### config.mk
export PLATFORM = sky130hd
export DESIGN_NAME = risc_fetch_unit
export DESIGN_NICKNAME = d
export VERILOG_FILES = /design/src/rtl/risc_fetch_unit.sv
export SDC_FILE = /design/constraint.sdc
export NUM_CORES = 1
export LEC_CHECK = 0
export CORE_ASPECT_RATIO = 1.4
export CORE_MARGIN = 3
export CORE_UTILIZATION = 35
export DETAILED_ROUTE_END_ITERATION = 8
export PLACE_DENSITY_LB_ADDON = 0.2
export SYNTH_ARGS = -nofsm -noshare
export SYNTH_HDL_FRONTEND = slang
export SYNTH_SLANG_ARGS = --single-unit
### constraint.sdc
create_clock -name clk -period 7.5 [get_ports clk]
set_input_delay 1.125 -clock clk [delete_from_list [all_inputs] [get_ports clk]]
set_output_delay 1.125 -clock clk [all_outputs]
set_load 0.03 [all_outputs]
### src/rtl/risc_fetch_unit.sv
// Instruction fetch unit: credit-limited memory requests, 2-entry {word, PC} buffer, branch redirect with response discard.
// Optional macro FETCH_ALIGN_CHECK_EN enables the sticky misaligned-target flag and halt.
module risc_fetch_unit #(
  parameter logic [31:0] RESET_PC = 32'h0000_0000
) (
  input  logic        clk,
  input  logic        rst,
  output logic        imem_req,
  output logic [31:0] imem_addr_32,
  input  logic        imem_ready,
  input  logic        imem_rvalid,
  input  logic [31:0] imem_rdata_32,
  output logic        instr_valid,
  output logic [31:0] instr_32,
  output logic [31:0] instr_pc_32,
  input  logic        instr_ready,
  input  logic        PCSRC,
  input  logic [31:0] branch_target_32
`ifdef FETCH_ALIGN_CHECK_EN
  ,
  output logic        misalign_err
`endif
);

  logic [31:0] r_fetch_pc;
  logic [31:0] r_resp_pc;
  logic        r_rd_ptr;
  logic        r_wr_ptr;
  logic [1:0]  r_count;
  logic [1:0]  r_outstanding;
  logic [1:0]  r_discard;

  logic        w_credit_ok;
  logic        w_halt;
  logic        w_accept;
  logic        w_resp;
  logic        w_drop;
  logic        w_push;
  logic        w_pop;
  logic        w_redirect;
  logic [31:0] w_target;

  // Requests in flight plus buffered words may never exceed the buffer depth.
  assign w_credit_ok = ({1'b0, r_outstanding} + {1'b0, r_count}) < 3'd2;
  assign instr_valid = (r_count != 2'd0);
  assign w_pop       = instr_valid && instr_ready;
  assign w_redirect  = PCSRC && w_pop;
  assign w_target    = branch_target_32 & 32'hFFFF_FFFC;

  assign imem_req     = !rst && !w_redirect && !w_halt && w_credit_ok;
  assign imem_addr_32 = r_fetch_pc;
  assign w_accept     = imem_req && imem_ready;

  // A response with nothing outstanding is spurious and ignored.
  assign w_resp = imem_rvalid && (r_outstanding != 2'd0);
  assign w_drop = w_resp && ((r_discard != 2'd0) || w_redirect);
  assign w_push = w_resp && !w_drop;

  for (genvar gi = 0; gi < 2; gi++) begin : g_fifo
    logic [31:0] r_word;
    logic [31:0] r_pc;
    always_ff @(posedge clk) begin
      if (rst) begin
        r_word <= '0;
        r_pc   <= RESET_PC;
      end else if (w_push && (r_wr_ptr == 1'(gi))) begin
        r_word <= imem_rdata_32;
        r_pc   <= r_resp_pc;
      end
    end
  end

  assign instr_32    = r_rd_ptr ? g_fifo[1].r_word : g_fifo[0].r_word;
  assign instr_pc_32 = r_rd_ptr ? g_fifo[1].r_pc   : g_fifo[0].r_pc;

  always_ff @(posedge clk) begin
    if (rst) begin
      r_fetch_pc    <= RESET_PC;
      r_resp_pc     <= RESET_PC;
      r_rd_ptr      <= 1'b0;
      r_wr_ptr      <= 1'b0;
      r_count       <= 2'd0;
      r_outstanding <= 2'd0;
      r_discard     <= 2'd0;
    end else begin
      if (w_redirect) begin
        r_fetch_pc <= w_target;
        r_resp_pc  <= w_target;
        r_rd_ptr   <= 1'b0;
        r_wr_ptr   <= 1'b0;
        r_count    <= 2'd0;
        // Everything still in flight after this edge belongs to the old path.
        r_discard  <= r_outstanding - {1'b0, w_resp};
      end else begin
        if (w_accept) begin
          r_fetch_pc <= r_fetch_pc + 32'd4;
        end
        if (w_push) begin
          r_resp_pc <= r_resp_pc + 32'd4;
          r_wr_ptr  <= ~r_wr_ptr;
        end
        if (w_pop) begin
          r_rd_ptr <= ~r_rd_ptr;
        end
        r_count <= r_count + {1'b0, w_push} - {1'b0, w_pop};
        if (w_drop) begin
          r_discard <= r_discard - 2'd1;
        end
      end
      r_outstanding <= r_outstanding + {1'b0, w_accept} - {1'b0, w_resp};
    end
  end

`ifdef FETCH_ALIGN_CHECK_EN
  logic r_misalign;

  always_ff @(posedge clk) begin
    if (rst) begin
      r_misalign <= 1'b0;
    end else if (w_redirect && (branch_target_32[1:0] != 2'b00)) begin
      r_misalign <= 1'b1;
    end
  end

  assign misalign_err = r_misalign;
  assign w_halt       = r_misalign;
`else
  assign w_halt = 1'b0;
`endif

endmodule

After elaboration in Yosys (flattened, before gate mapping)

Cells that the tools add are included.

Register bits after elaboration: 200
Input bits: 70
Output and inout port bits: 98
Logic and storage cells: 54

Add/subtract/negate cells: 9
Order comparisons: 1
Multiplexer cells: 8
Bitwise gates (word level): 2
Reduce and logical (&&, ||, !) cells: 21

Operator list:

| operator                | count |
|---|---|
| $mux W32                | 6 |
| $add A32 B3 Y32 const B | 2 |
| $reduce_bool A2 Y1      | 6 |
| $logic_and A1 B1 Y1     | 10 |
| $sub A2 B1 Y2           | 3 |
| $add A2 B1 Y2           | 2 |
| $mux W2                 | 2 |
| $add A2 B2 Y3           | 1 |
| $logic_not A1 Y1        | 3 |
| $lt A3 B2 Y1 const B    | 1 |
| $not A1 Y1              | 2 |
| $reduce_or A2 Y1        | 1 |
| $sub A2 B1 Y2 const B   | 1 |
| $logic_or A1 B1 Y1      | 1 |

Logic depth before layout (Yosys ltp)

Depth after elaboration: 9
Mapped depth: 12

Worst setup path before layout

OpenSTA, ideal clock, no wires.

Path kind: input-to-output
Start: in rst
End: out imem_req
Arrival: 2506 ps
Slack: 3869 ps
Stages on the path: 3
Buffers on the path: 2
Cells stage by stage: clkbuf_1 > clkbuf_1 > nor4_1

Longest elaborated chain between the ends: 3

RTL lines:

| element                          | line | text |
|---|---|---|
| start, declared                  | 7    | `input logic rst,` |
| $logic_not A1 Y1                 | 50   | `assign imem_req = !rst && !w_redirect && !w_halt && w_credit_ok;` |
| $logic_and A1 B1 Y1 (2 in a row) | 50   |  |
| end, declared                    | 8    | `output logic imem_req,` |

Every way passes these cells.

Worst setup path after layout

Start: in instr_ready
End: out imem_req

Longest elaborated chain between the ends: 5

RTL lines:

| element                          | line | text |
|---|---|---|
| start, declared                  | 16   | `input logic instr_ready,` |
| $logic_and A1 B1 Y1              | 46   | `assign w_pop = instr_valid && instr_ready;` |
| $logic_and A1 B1 Y1              | 47   | `assign w_redirect = PCSRC && w_pop;` |
| $logic_not A1 Y1                 | 50   |  |
| $logic_and A1 B1 Y1 (2 in a row) | 50   |  |

Every way passes these cells.

==> summary.md <==
| Metric | Value |
|---|---|
| Peak supply drop | 0.147 mV |
| Number of core rows | 68 |
| Cts hold-fix bufs | 0 |
| Share of cells above drive strength 1 | 10.0% |
| Worst slew slack as a fraction of its limit | 33.0% |
| Cell family with the largest share of critical-path delay | buffers and inverters |
| Power Dens Cells | 279 nW/um^2 |
| Worst slew pin tran | 996 ps |
| Tcrit/Tclk final | 54.2% |
| CP Buf/Inv Count | 3 |
| Share of the yosys chip area belonging to registers | 43.5% |
| Setup crit start kind | primary input |
| Area inside the core boundary | 24800 um^2 |
| Total of max-cap violations | 0 |
| Stage delay of the slowest cell on the critical path | 740 ps |
| Design area | 11200 um^2 |
| Standard cell area after detailed placement | 10600 um^2 |
| Slowest library cell on the worst path | clkdlybuf4s50_1 |
| Final TNS setup | 0 ps |
| Warnings from Yosys | 0 |
| Endpoint type of the worst setup path | output pin |
| DRT Pass-1 Iters | 6 |
| Number of nets in the layout | 1271 |
| Antenna Diode Count | 0 |
| Vias per cell | 5.28 |
| Setup violation total in the final timing report | 0 |
| Max Fclk | 246 MHz |
| Final worst clock skew | 15.1 ps |
| Total CTS buffers | 17 |
| Status | finished, final reports clean |
| Maximum buffer depth of the clock tree | 2 |
| Grt ovf | 0 |
| Max Transition Viols Final | 0 |
| DRC errors left | 0 |
| Commonest cells after routing, fill and taps aside | nand2_1 (277), dfxtp_1 (191), clkdlybuf4s50_1 (160) |
| EDFF count, synth | 0 |
| HPWL Detailed | 17200 um |
| Global-route wire length before repair | 41800 um |
| Post-detailed-route count of antenna-violating nets | 0 |
| Total die area | 27200 um^2 |
| Proportion of synthesized flip-flops having asynchronous set or reset | 0% |
| Minimum clock period | 4070 ps |
| Synthesis-stage register bit count | 192 |
| RSZ-0062 raised after global routing | no |
| Number of H-tree branching levels | 4 |
| Number of design-rule violations left by the first detailed-router iteration | 450 |
| Number of placed I/O pins | 168 |
| Crit Path Category | primary input to output pin |
| Clock latency at the later pin of the worst-skew pair | 430 ps |
| Die Y-Extent | 194 um |
| Critical Path RT | 6380 ps |
| Clock-pin slew reported for the worst setup and hold paths after clock tree synthesis | 70 ps |
| Overall track demand over capacity in global routing | 18.9% |
| Post-Syn Area | 8840 um^2 |
| Clock sink total | 192 |
| Initial antenna violation count | 0 |
| Count of different cell masters after synthesis | 53 |
| CTS tree | done |
| Wire per inst | 17.1 um |
| Synth Instances | 1084 |
| Ordered list of cells on the worst path | clkdlybuf4s50_1 -> o211a_1 -> buf_4 -> nor4_1 -> clkdlybuf4s50_1 |
| Post-CTS resize count | 0 |
| Most frequent standard cell in the layout excluding fill and tap cells | nand2_1 |
| Synthesis-to-finish area growth | 26.6% |
| Vias after detailed routing | 8019 |
| Syn_area_per_cell | 8.16 um^2 |
| Arrival time at the worst endpoint | 2940 ps |
| Effective utilization at floorplan | 35.7% |
| Post-CTS setup buffers | 0 |
| Root buf cell | clkbuf_16 |
| Pin count of the biggest net entering global routing | 72 |
| Synth Flop Type | dfxtp_1 |
| Total Wirelength | 26100 um |
| Die Wd | 140 um |
| Hold/Removal Path Class | flip-flop to flip-flop |
| Placer Congestion | 0.798 |
| Crit-path most repeated cell | clkdlybuf4s50_1 |
| Final-report hold violation count | 0 |
| Number of port buffers | 161 |
| Leakage Power | 0.00370 uW |
| Highest fanout seen on the critical path | 28 |
| Vias in the first global route | 7632 |
[path summary, 6_finish.rpt]
kind,depth (start not counted),to,from,slack [ps]
setup / recovery,5,imem_req,instr_ready,3430
hold / removal,2,g_fifo[1].r_word[24],g_fifo[1].r_word[24],450
setup reg to reg,6,imem_addr_32[27],r_outstanding[0],4490
hold reg to reg,2,g_fifo[1].r_word[24],g_fifo[1].r_word[24],450
[Yosys cell counts, types with 14 or more instances]
master	count	area share, %
nand2_1	277	12
dfxtp_1	192	43
a21oi_1	144	8.2
mux2_2	62	7.9
clkbuf_1	61	2.6
o21ai_0	51	2.9
a31oi_1	30	2.1
nand3_1	24	1.4
nand4_1	19	1.3
or3_1	16	1.1
or4_1	15	1.3
nor3_1	14	0.79
o31ai_1	14	1.2
[kinds of logic after synthesis]
family          synth area share (%)
compound gates                  16.8
simple gates                    23.4
mux                             7.90
fa+ha+maj                       1.36
other cells                   0.0424
flops                           43.5
buf+inv                         4.92
xor+xnor                        2.18
[report_power, final]
part           leakage (uW)  switching [uW]  internal (uW)
Sequential          0.00155             146           1130
Clock              0.000303             405            578
Combinational       0.00185             512            346
Total               0.00370            1060           2060
[stage by stage]
stage	hold slack (ps)	setup WS, ps	power, uW	utilization (%)	cells
after floorplan	433	3870	1840	-	1087
after global placement	438	3380	2160	42.6	1488
after detailed placement	445	3390	2170	42.6	1488
after CTS	455	3390	3160	45.2	1520
after global routing	463	3330	3290	45.2	1520
final	451	3430	3120	45.2	1520
[registers in the layout, indices dropped and copies added (netlist names)]
name and count:
imem_addr_32 30, r_rd_ptr 1, g_fifo.r_pc 60, r_outstanding 2, r_wr_ptr 1, r_resp_pc 30, g_fifo.r_word 64, r_discard 2
r_count 2
[layout make-up]
| type | instances | area, um^2 |
|---|---|---|
| Inverter | 13 | 48.8 |
| Tap cell | 315 | 394 |
| Timing Repair Buffer | 171 | 1680 |
| Clock inverter | 12 | 179 |
| Multi-Input combinational cell | 797 | 4590 |
| Fill cell | 2481 | 13600 |
| Clock buffer | 20 | 457 |
| Sequential cell | 192 | 3840 |
[routing by layer]
metal	vias to the layer above	GRT usage, %	part of all wire (%)
li1	4027	-	-
met2	167	33.3	51
met5	-	0	0
met1	3792	23.1	44
met3	33	3.16	3.4
met4	0	6.46	2.5
[worst reg2reg max path: stages, from the launching register on]
cell and delay (ps):
dfxtp_1 480, and2_1 190, fa_1 480, nor3b_2 530, nand4_1 450, or4_1 610, and3_1 170
Power figures use the tool's default switching activity.
